`src/rtl/half_adder_pkg.sv`:
```
// Shared constants and types for the half-adder carry monitor cell.
package half_adder_pkg;

   localparam int CNT_W_DEFAULT = 8;

   typedef logic [CNT_W_DEFAULT-1:0] cnt_t;

endpackage

```
`src/rtl/half_adder_carry_if.sv`:
```
// Signal bundle for the half-adder carry monitor: addend inputs plus sum/carry observability.
interface half_adder_carry_if
   import half_adder_pkg::*;
#(
   parameter int CNT_W = CNT_W_DEFAULT
) ();

   logic             a;
   logic             b;
   logic             co;
   logic             s;
   logic             co_q;
   logic             co_rise;
   logic [CNT_W-1:0] carry_cnt;
   logic             cnt_sat;

   modport master (
      output a, b,
      input  co, s, co_q, co_rise, carry_cnt, cnt_sat
   );

   modport slave (
      input  a, b,
      output co, s, co_q, co_rise, carry_cnt, cnt_sat
   );

endinterface

```
`src/rtl/sat_counter.sv`:
```
// Width-parameterized saturating up-counter with increment enable and all-ones flag.
module sat_counter
   import half_adder_pkg::*;
#(
   parameter int W = CNT_W_DEFAULT
) (
   input  logic         i_clk,
   input  logic         i_rst,
   input  logic         i_inc,
   output logic [W-1:0] o_cnt,
   output logic         o_sat
);

   logic [W-1:0] r_cnt;

   assign o_sat = &r_cnt;
   assign o_cnt = r_cnt;

   // Holding at all-ones instead of wrapping keeps the count monotonic.
   always_ff @(posedge i_clk or posedge i_rst) begin
      if (i_rst) begin
         r_cnt <= '0;
      end else if (i_inc && !o_sat) begin
         r_cnt <= r_cnt + 1'b1;
      end
   end

endmodule

```
`src/rtl/half_adder_carry.sv`:
```
// Half adder with registered carry, carry rising-edge pulse and saturating carry-event count.
// Define HALF_ADDER_IN_SYNC_EN to put 2-flop synchronizers on a/b ahead of the registered path.
module half_adder_carry
   import half_adder_pkg::*;
#(
   parameter int CNT_W = CNT_W_DEFAULT
) (
   input  logic              clock,
   input  logic              reset,
   half_adder_carry_if.slave bus
);

   logic w_co_reg;
   logic w_inc;
   logic r_co_q;
   logic r_co_rise;

   assign bus.co = bus.a & bus.b;
   assign bus.s  = bus.a ^ bus.b;

`ifdef HALF_ADDER_IN_SYNC_EN
   logic [1:0] r_a_sync;
   logic [1:0] r_b_sync;

   // Only the registered path sees the synchronized copies; co/s stay raw.
   always_ff @(posedge clock or posedge reset) begin
      if (reset) begin
         r_a_sync <= '0;
         r_b_sync <= '0;
      end else begin
         r_a_sync <= {r_a_sync[0], bus.a};
         r_b_sync <= {r_b_sync[0], bus.b};
      end
   end

   assign w_co_reg = r_a_sync[1] & r_b_sync[1];
`else
   assign w_co_reg = bus.co;
`endif

   assign w_inc = w_co_reg & ~r_co_q;

   always_ff @(posedge clock or posedge reset) begin
      if (reset) begin
         r_co_q    <= 1'b0;
         r_co_rise <= 1'b0;
      end else begin
         r_co_q    <= w_co_reg;
         r_co_rise <= w_inc;
      end
   end

   sat_counter #(
      .W (CNT_W)
   ) u_cnt (
      .i_clk (clock),
      .i_rst (reset),
      .i_inc (w_inc),
      .o_cnt (bus.carry_cnt),
      .o_sat (bus.cnt_sat)
   );

   assign bus.co_q    = r_co_q;
   assign bus.co_rise = r_co_rise;

endmodule

```
`src/flat_wrapper.sv`:
```
// flat-port wrapper written by rule: the top's interface ports become plain ports
module half_adder_carry_flat import half_adder_pkg::*;
#(
   parameter int CNT_W = CNT_W_DEFAULT
)
  (clock, reset, bus_a, bus_b, bus_co, bus_s, bus_co_q, bus_co_rise, bus_carry_cnt, bus_cnt_sat);
  half_adder_carry_if #(.CNT_W(CNT_W)) bus_i ();
  input  logic clock;
  input  logic reset;
  input wire logic [$bits(bus_i.a)-1:0] bus_a;
  input wire logic [$bits(bus_i.b)-1:0] bus_b;
  output wire logic [$bits(bus_i.co)-1:0] bus_co;
  output wire logic [$bits(bus_i.s)-1:0] bus_s;
  output wire logic [$bits(bus_i.co_q)-1:0] bus_co_q;
  output wire logic [$bits(bus_i.co_rise)-1:0] bus_co_rise;
  output wire logic [$bits(bus_i.carry_cnt)-1:0] bus_carry_cnt;
  output wire logic [$bits(bus_i.cnt_sat)-1:0] bus_cnt_sat;
  assign bus_i.a = bus_a;
  assign bus_i.b = bus_b;
  assign bus_co = bus_i.co;
  assign bus_s = bus_i.s;
  assign bus_co_q = bus_i.co_q;
  assign bus_co_rise = bus_i.co_rise;
  assign bus_carry_cnt = bus_i.carry_cnt;
  assign bus_cnt_sat = bus_i.cnt_sat;
  half_adder_carry #(.CNT_W(CNT_W)) u_core (.clock(clock), .reset(reset), .bus(bus_i));
endmodule
```
`config.mk`:
```
export PLATFORM = sky130hd
export DESIGN_NAME = half_adder_carry_flat
export DESIGN_NICKNAME = d
export VERILOG_FILES = /design/src/rtl/half_adder_pkg.sv /design/src/rtl/half_adder_carry_if.sv /design/src/rtl/sat_counter.sv /design/src/rtl/half_adder_carry.sv /design/src/flat_wrapper.sv
export SDC_FILE = /design/constraint.sdc
export NUM_CORES = 1
export LEC_CHECK = 0
export BUFFER_PORTS_ARGS = -buffer_cell sky130_fd_sc_hd__buf_4
export CORE_AREA = 5 5 42 44
export DETAILED_ROUTE_END_ITERATION = 8
export DIE_AREA = 0 0 47 49
export PLACE_DENSITY_LB_ADDON = 0.15
export REMOVE_ABC_BUFFERS = 1
export SLEW_MARGIN = 15
export SYNTH_ARGS = -nofsm -noshare
export SYNTH_HDL_FRONTEND = slang
export SYNTH_HIERARCHICAL = 1
export SYNTH_SLANG_ARGS = --single-unit
```
`constraint.sdc`:
```
create_clock -name clock -period 1.65 [get_ports clock]
set_clock_uncertainty 0.2 [all_clocks]
set_input_delay 0.33 -clock clock [delete_from_list [all_inputs] [get_ports clock]]
set_output_delay 0.33 -clock clock [all_outputs]
set_load 0.01 [all_outputs]
```
==> results of run 1 <==
## timing repair
action	4_1_cts	5_1_grt
endpoints found under the hold margin	10	0
pin swaps	2	3
setup endpoints to repair	1	1
resized for setup	6	2
setup buffers	2	4
hold buffers	1	0
cloned	0	0
## placed cells by master (no fill, tap or decap), types with 2 or more instances in the layout
| cell | instances |
|---|---|
| nand2_1 | 2 |
| o211ai_1 | 2 |
| buf_4 | 28 |
| dfrtp_1 | 7 |
| dfrtp_2 | 3 |
| nand3_1 | 2 |
| inv_1 | 3 |
| clkbuf_4 | 3 |
| a21oi_1 | 3 |
| xnor2_1 | 4 |
## layout make-up
cell class | instances | share of cell area (%)
clock buffer | 4 | 4.49
inverter | 3 | 1.39
multi-input combinational | 29 | 33.0
sequential | 10 | 31.4
tap | 16 | 2.48
timing repair buffer | 29 | 27.2
## path summary, 6_finish.rpt
check | end | slack, ns | cells after the start
max | bus_cnt_sat | 0.02 | 3
min | u_core/bus.co_q | 0.25 | 3
max reg2reg | u_core/u_cnt/o_cnt[1] | 0.09 | 5
min reg2reg | u_core/bus.co_rise | 0.30 | 1
max in group asynchronous | u_core/u_cnt/o_cnt[5] | 0.60 | 3
min in group asynchronous | u_core/bus.co_q | 0.28 | 3
## power by group
group / internal (mW) / switching (mW) / leakage (nW)
Clock: 0.134 / 0.0851 / 0.0210
Combinational: 0.307 / 0.209 / 0.248
Sequential: 0.312 / 0.0834 / 0.118
Total: 0.753 / 0.377 / 0.387
## layer usage
metal | vias to the layer above | part of all wire [%] | GRT usage [%]
met5 | - | 0 | 0
li1 | 221 | - | -
met1 | 219 | 41 | 15.2
met2 | 22 | 50 | 17.2
met3 | 0 | 9.0 | 4.80
met4 | 0 | 0 | 4.15
## cell usage after synthesis
library cell  count
nor2_1            1
and2_2            1
nor2b_1           1
nand3_1           3
a21oi_1           3
and3_2            1
o211ai_1          2
and3_1            1
ha_1              2
o21ai_4           1
a2bb2oi_1         1
xnor2_1           4
dfrtp_1          10
nor2b_4           1
nand4_1           1
nand2_1           2
o21ai_1           1
nand4_4           1
inv_1             3
mux2_4            1
and4_1            1
## sequential cells by signal (all words and copies together) (netlist names)
name / count
u_core/bus.co_q: 1
u_core/bus.co_rise: 1
u_core/u_cnt/o_cnt: 8
## stage by stage
step	utilization [%]	cell area (µm²)	worst slack, ns	hold slack (ns)	instances
2_1_floorplan	-	500	0.0464	-0.129	42
3_3_place_gp	48.9	686	0.0329	-0.00151	80
3_5_place_dp	48.9	686	0.0355	-0.000221	80
4_1_cts	55.3	774	-0.00717	0.240	87
5_1_grt	57.7	808	-0.0368	0.259	91
6_report	57.7	808	0.0203	0.249	91
## worst min-delay path, delay by kind of cell
family | cells | cell delay (ns)
buffers and inverters | 2 | 0.20
adders and majority gates | 1 | 0.15
## cells by family after synthesis
family	Yosys count	share of synthesized area [%]
flops	10	50.0
buf+inv	3	2.25
simple gates	14	20.8
xor+xnor	4	7.00
mux	1	3.00
compound gates	8	12.0
fa+ha+maj	2	5.00
==> flow_summary.json, run 1 <==
{
  "status": "complete, no violations",
  "die_area_um2": 2300,
  "grt_pass1_vias": 420,
  "crit_path_end_kind": "output pin",
  "n_antenna_cell": 0,
  "area_delta_synth_final_pct": 61.5,
  "worst_slew_pin_slew_ns": 0.329,
  "antenna_found_initial": 0,
  "cts_buffers": 3,
  "ff_latch_area_um2": 254,
  "netlist_instances": 42,
  "dr.first_iter.drc_count": 8,
  "clock_latency_ns": 0.26,
  "setup-tns-final_ns": 0,
  "maxCapViolations": 0,
  "cp_slowest_stage_delay_ns": 0.41,
  "grt_first_pass_wirelength_mm": 1.95,
  "rsz0062_at_grt": "yes",
  "gp_congestion": 0.642,
  "grt_overflow_total": 0,
  "ant_nets": 0,
  "drt-pass1-iter-count": 4,
  "ir_drop_mv": 0.850,
  "cp_top_family": "flip-flops",
  "power_mw": 1.13,
  "start_util_pct": 35.7,
  "rr_startpoint": "u_core/u_cnt/o_cnt[0]",
  "num_rows": 14,
  "mappedNetlistArea_um2": 500,
  "layout-drive-gt1-share_pct": 58.7,
  "die_h_um": 49,
  "clk_pin_slew_ns": 0.07,
  "dieWidth_um": 47,
  "dp_hpwl_um": 791,
  "hold_viol": 0,
  "clkSinkCount": 10,
  "cts_buffer_depth": 2,
  "setup.worst_path.start": "u_core/u_cnt/o_cnt[6]",
  "setup_viol": 0,
  "groute.usage.overall_pct": 11.8,
  "p_leak_nw": 0.387,
  "synth.distinct_cells": 21,
  "io_pins": 17,
  "yosysTopAreaCell": "dfrtp_1",
  "min_path_type": "input port to register",
  "fin_crit_sh_pct": 98.8,
  "port-buffer-count": 16,
  "htreeDepth": 1,
  "cts_tree": "done",
  "drcViolationCount": 0,
  "ys_ff_latch": 10,
  "path_buf_inv": 1,
  "relSlewSlack_pct": 78.0,
  "ys_top_cells_by_area": "dfrtp_1 (50%), xnor2_1 (7.0%), ha_1 (5.0%)",
  "fmax_ghz": 0.614,
  "critical_path_class": "register to output pin",
  "cp_slowest_cell": "dfrtp_2",
  "num-fill-cells": 127,
  "nNetsFinal": 82,
  "slew_viol_final": 0,
  "hold_start": "bus_b",
  "wire_per_inst_um": 13.7,
  "yosysSeqAreaShare_pct": 50.0,
  "vias_per_cell": 5.08,
  "num_vias": 462,
  "grt_max_degree": 9,
  "synth_top_area_share_pct": 50.0,
  "crit_arrival_ns": 1.10,
  "power.density_nw_per_um2": 1400,
  "finalWirelength_mm": 1.25,
  "cp_max_fo": 5,
  "multi_input_area_um2": 267,
  "worst_ep_required_time_ns": 1.12,
  "layout_min_cycle_time_ns": 1.63,
  "syn_avg_cell_area_um2": 11.9,
  "cts_root_buffer": "clkbuf_4",
  "core_area_um2": 1400,
  "critPathLaunchType": "register",
  "yosysWarnings": 6,
  "crit_chain": "nand4_4 -> nor2_2 -> buf_4"
}
Note: power is estimated with default switching activity, not from simulation.
==> inputs of run 2 (changes only) <==
--- a/config.mk
+++ b/config.mk
@@ -10,9 +10,7 @@
 export DETAILED_ROUTE_END_ITERATION = 8
 export DIE_AREA = 0 0 47 49
 export PLACE_DENSITY_LB_ADDON = 0.15
-export REMOVE_ABC_BUFFERS = 1
 export SLEW_MARGIN = 15
 export SYNTH_ARGS = -nofsm -noshare
 export SYNTH_HDL_FRONTEND = slang
-export SYNTH_HIERARCHICAL = 1
 export SYNTH_SLANG_ARGS = --single-unit
==> flow_summary.json, run 2 <==
{
  "status": "complete, but fails checks",
  "violations": "setup timing",
  "cts_buffer_depth": 2,
  "netlist_instances": 40,
  "synthTopCellsByCount": "dfrtp_1 (10), mux2_2 (4), nand2_1 (3), nor3_1 (3)",
  "critical_path_class": "register to register",
  "hold_viol": 0,
  "antenna_found_initial": 0,
  "path_buf_inv": 1,
  "htreeDepth": 1,
  "dp_hpwl_um": 831,
  "mappedNetlistArea_um2": 470,
  "p_leak_nw": 0.409,
  "final_common_cell": "buf_4",
  "ant_nets": 0,
  "top_layer_used": "met3",
  "layout_min_cycle_time_ns": 1.72,
  "grt_overflow_total": 0,
  "rsz0062_at_grt": "yes",
  "core_area_um2": 1400,
  "ys.flop_type": "dfrtp_1",
  "wire_per_inst_um": 13.2,
  "crit_arrival_ns": 1.67,
  "hold_ws_ns": 0.210,
  "num_rows": 14,
  "num_vias": 443,
  "worst_ep_required_time_ns": 1.60,
  "dieWidth_um": 47,
  "start_util_pct": 33.6,
  "syn_nets": 46,
  "area_delta_synth_final_pct": 81.9,
  "die_area_um2": 2300,
  "worst_slew_pin_slew_ns": 0.388,
  "crit_chain": "ha_4 -> nand3_4 -> buf_4 -> nor3b_4 -> nand3_1 -> mux2_2",
  "critPathLaunchType": "register",
  "clk_pin_slew_ns": 0.07,
  "fin_cells": 94,
  "relSlewSlack_pct": 74.1,
  "n_antenna_cell": 0,
  "layout_setup_ws_ns": -0.0750,
  "wl_met3_um": 71,
  "clock_latency_ns": 0.27,
  "ir_drop_mv": 0.843,
  "yosysSeqAreaShare_pct": 53.2,
  "fmax_ghz": 0.580,
  "fin_crit_sh_pct": 105,
  "maxCapViolations": 0,
  "grt_first_pass_wirelength_mm": 2.04,
  "synth-async-reset-ratio_pct": 100,
  "grt_pass1_vias": 471,
  "setup_viol": 3,
  "wl_met1_um": 466,
  "ys_top_cells_by_area": "dfrtp_1 (53%), mux2_2 (9.6%), ha_1 (5.3%)",
  "min_path_type": "input port to register",
  "grt_max_degree": 11,
  "synth_enable_flop_cells": 0,
  "cp_slowest_cell": "dfrtp_1",
  "largest_reg_flops": 8,
  "vias_per_cell": 4.71,
  "cp_max_fo": 3,
  "finalWirelength_mm": 1.25,
  "groute.usage.overall_pct": 12.4,
  "layout-drive-gt1-share_pct": 64.1,
  "cp_top_family": "simple AND/OR/NAND/NOR gates",
  "power.density_nw_per_um2": 1400,
  "crit_path_end_kind": "register",
  "clkSinkCount": 10,
  "gp_congestion": 0.724,
  "port-buffer-count": 16,
  "drt-pass1-iter-count": 2,
  "placed_cells": 81,
  "cts_root_buffer": "clkbuf_4",
  "drcViolationCount": 0,
  "io_pins": 17,
  "nNetsFinal": 85,
  "dr.first_iter.drc_count": 3,
  "layout_common_cells": "buf_4 (32), dfrtp_1 (10), nand2_1 (3), clkbuf_4 (3)",
  "slew_viol_final": 0,
  "yosysMostFrequentCell": "dfrtp_1",
  "synth_top_area_share_pct": 53.2,
  "cp_slowest_stage_delay_ns": 0.40,
  "syn_avg_cell_area_um2": 11.8,
  "yosysTopAreaCell": "dfrtp_1",
  "synth.distinct_cells": 18,
  "yosysWarnings": 0,
  "ys_ff_latch": 10,
  "die_h_um": 49,
  "cts_buffers": 3,
  "route.met2.wl_um": 707,
  "cts_tree": "done"
}
[run 2: cell count changes in the layout (fill, tap and decap cells not counted), moves of 2 or more]
| cell | change |
|---|---|
| buf_4 | +4 |
| dfrtp_1 | +3 |
| dfrtp_2 | -3 |
| xnor2_1 | -3 |
| mux2_2 | +2 |
| nor3_2 | +2 |
| o211ai_1 | -2 |
[run 2: layout make-up]
type	count	area, µm²
clock buffer	4	36.3
timing repair buffer	34	262
tap	16	20.0
fill	126	546
multi-input combinational	28	280
inverter	2	7.51
sequential	10	250
[run 2: worst reg2reg max path: stages, from the launching register on]
cell and delay [ns]:
dfrtp_1 0.40, ha_4 0.16, nand3_4 0.09, buf_4 0.16
nor3b_4 0.21, nand3_1 0.11, mux2_2 0.28
[run 2: path summary, 6_finish.rpt]
kind	startpoint	endpoint	slack [ns]	cells past startpoint
setup / recovery	u_core.u_cnt.o_cnt[0]	u_core.u_cnt.o_cnt[6]	-0.07	6
hold / removal	bus_a	u_core.bus.co_q	0.21	3
setup reg to reg	u_core.u_cnt.o_cnt[0]	u_core.u_cnt.o_cnt[6]	-0.07	6
hold reg to reg	u_core.u_cnt.o_cnt[5]	u_core.u_cnt.o_cnt[5]	0.38	2
max in group asynchronous	reset	u_core.bus.co_q	0.57	3
min in group asynchronous	reset	u_core.u_cnt.o_cnt[2]	0.40	3
[run 2: report_power, final]
group	switching, mW	internal, mW
logic	0.240	0.328
clock network	0.0890	0.134
registers	0.0850	0.322
[run 2: layer usage]
| metal | up-vias | global-route usage (%) |
|---|---|---|
| met5 | - | 0 |
| met4 | 0 | 6.91 |
| li1 | 218 | - |
| met3 | 0 | 3.69 |
| met2 | 11 | 20.1 |
| met1 | 214 | 13.7 |
[run 2: through the flow]
stage	total power, mW	utilization [%]	setup WS, ns	TNS, ns	instance area [µm²]
after floorplan	0.592	-	0.0170	0	483
after global placement	0.841	49.3	-0.00200	-0.00200	691
after detailed placement	0.844	49.3	-0.0346	-0.0346	691
after CTS	1.14	57.0	-0.0306	-0.0330	798
after global routing	1.30	61.1	-0.120	-0.372	856
final	1.20	61.1	-0.0750	-0.120	856
[run 2: logic make-up after synthesis]
| kind of cell | count (synthesis) | synth area share [%] |
|---|---|---|
| xor+xnor | 2 | 3.72 |
| mux | 4 | 9.57 |
| compound gates | 4 | 5.58 |
| flops | 10 | 53.2 |
| buf+inv | 2 | 1.60 |
| fa+ha+maj | 2 | 5.32 |
| simple gates | 16 | 21.0 |
[run 2: repair_timing]
item | CTS | global route
endpoints found under the setup margin | 1 | 3
buffers inserted | 4 | 4
pin swaps | 3 | 3
resized for setup | 6 | 6
hold endpoints to repair | 10 | 0
hold buffers | 1 | 0
==> inputs of run 3 (changes only) <==
--- a/config.mk
+++ b/config.mk
@@ -10,6 +10,7 @@
 export DETAILED_ROUTE_END_ITERATION = 8
 export DIE_AREA = 0 0 47 49
 export PLACE_DENSITY_LB_ADDON = 0.15
+export SETUP_SLACK_MARGIN = 0.1
 export SLEW_MARGIN = 15
 export SYNTH_ARGS = -nofsm -noshare
 export SYNTH_HDL_FRONTEND = slang
==> flow_summary.json, run 3 (synthesis gave the netlist of run 2 again) <==
{
  "status": "complete, but fails checks",
  "violations": "setup timing",
  "grt_pass1_vias": 477,
  "cts_tree": "done",
  "clkSinkCount": 10,
  "power.switching_mw": 0.418,
  "setup_viol": 2,
  "cp_top_family": "flip-flops",
  "num_rows": 14,
  "p_leak_nw": 0.408,
  "p_comb_share_pct": 50.8,
  "drt-pass1-iter-count": 4,
  "cts_buffer_depth": 2,
  "placed_cells": 79,
  "p_clk_share_pct": 14.2,
  "area_delta_synth_final_pct": 81.9,
  "slew_viol_final": 0,
  "p_sw_share_pct": 35.9,
  "layout_common_cells": "buf_4 (33), dfrtp_1 (9), nand2_1 (3), mux2_4 (3), clkbuf_4 (3)",
  "vias_per_cell": 4.95,
  "grt_overflow_total": 0,
  "ant_nets": 0,
  "cp_max_fo": 4,
  "drcViolationCount": 0,
  "final_common_cell": "buf_4",
  "antenna_found_initial": 0,
  "crit_arrival_ns": 1.15,
  "dp_slack_ns": -0.0641,
  "layout_min_cycle_time_ns": 1.68,
  "cts_root_buffer": "clkbuf_4",
  "core_area_um2": 1400,
  "dieWidth_um": 47,
  "port-buffer-count": 16,
  "layout_setup_ws_ns": -0.0330,
  "num_vias": 465,
  "hold_viol": 0,
  "fin_crit_sh_pct": 102,
  "finalWirelength_mm": 1.22,
  "nNetsFinal": 86,
  "dp_hpwl_um": 819,
  "grt_first_pass_wirelength_mm": 2.10,
  "relSlewSlack_pct": 73.5,
  "htreeDepth": 1,
  "ir_drop_mv": 0.890,
  "power.density_nw_per_um2": 1360,
  "io_pins": 17,
  "fin_cells": 94,
  "min_path_type": "input port to register",
  "layout-drive-gt1-share_pct": 65.4,
  "n_antenna_cell": 0,
  "die_area_um2": 2300,
  "ff_latch_area_um2": 251,
  "path_buf_inv": 1,
  "worst_slew_pin_slew_ns": 0.396,
  "gp_congestion": 0.736,
  "cp_slowest_stage_delay_ns": 0.39,
  "grt_max_degree": 11,
  "cts_buffers": 3,
  "num-fill-cells": 127,
  "fin_util_pct": 61.1,
  "multi_input_area_um2": 285,
  "groute.usage.overall_pct": 12.5,
  "wire_per_inst_um": 13.0,
  "die_h_um": 49,
  "fmax_ghz": 0.594,
  "dr.first_iter.drc_count": 2,
  "start_util_pct": 33.6,
  "setup-tns-final_ns": -0.0348,
  "largest_reg_flops": 8,
  "worst_ep_required_time_ns": 1.12,
  "cp_slowest_cell": "dfrtp_1",
  "maxCapViolations": 0,
  "clk_pin_slew_ns": 0.06,
  "critPathLaunchType": "register",
  "rsz0062_at_grt": "yes",
  "critical_path_class": "register to output pin",
  "clock_latency_ns": 0.26,
  "crit_chain": "ha_4 -> nand3_4 -> nor2_4 -> buf_6",
  "pwr-share-seq_pct": 35.0,
  "internal_power_mw": 0.747,
  "crit_path_end_kind": "output pin"
}
==> run 3: worst reg2reg max path, delay by kind of cell, from the launching register on <==
| kind | cells | cell delay [ns] |
|---|---|---|
| muxes | 1 | 0.31 |
| adders and majority gates | 1 | 0.17 |
| DFF | 1 | 0.39 |
| and+or+nand+nor | 3 | 0.48 |
==> run 3: power groups by stage <==
| stage | clock network (mW) | logic, mW | registers (mW) |
|---|---|---|---|
| after floorplan | 0 | 0.145 | 0.450 |
| final | 0.165 | 0.592 | 0.408 |
| after global routing | 0.187 | 0.658 | 0.417 |
| after CTS | 0.172 | 0.531 | 0.395 |
| after detailed placement | 0 | 0.422 | 0.410 |
| after global placement | 0 | 0.417 | 0.409 |
==> run 3: layer usage <==
layer  share of wire, %  track usage, %  vias up  routed length (µm)
met5                  0               0        -                   0
met4               0.74            5.53        0                   9
met3                7.5            4.80        2                  92
met2                 52            19.0       11                 634
met1                 40            15.2      230                 484
li1                   -               -      222                   -
==> run 3: layout make-up <==
cell class | count | share of cell area (%)
multi-input combinational | 28 | 33.3
timing repair buffer | 35 | 31.4
sequential | 10 | 29.4
clock buffer | 3 | 2.63
tap | 16 | 2.34
inverter | 2 | 0.877
==> run 3: stage by stage <==
stage | total power, mW | instance area (µm²) | hold slack (ns)
floorplan | 0.595 | 485 | -0.0298
global placement | 0.826 | 678 | 0.141
detailed placement | 0.832 | 678 | 0.144
CTS | 1.10 | 803 | 0.206
global route | 1.26 | 856 | 0.198
finish | 1.17 | 856 | 0.218
==> run 3: final timing paths <==
path	slack [ns]	cells after the start	to	start
worst max-delay path	-0.03	4	bus_cnt_sat	u_core.u_cnt.o_cnt[0]
worst min-delay path	0.22	3	u_core.bus.co_q	bus_a
worst max register to register	0	5	u_core.u_cnt.o_cnt[6]	u_core.u_cnt.o_cnt[0]
worst min register to register	0.41	2	u_core.u_cnt.o_cnt[5]	u_core.u_cnt.o_cnt[5]
max in group asynchronous	0.53	3	u_core.bus.co_q	reset
min in group asynchronous	0.42	3	u_core.u_cnt.o_cnt[5]	reset
==> run 3: what timing repair did <==
action | 4_1_cts | 5_1_grt
buffers inserted | 8 | 3
gates resized for setup | 7 | 6
setup endpoints to repair | 5 | 8
pin swaps | 3 | 5
hold buffers | 1 | 0
endpoints found under the hold margin | 10 | 0
cloned | 0 | 0
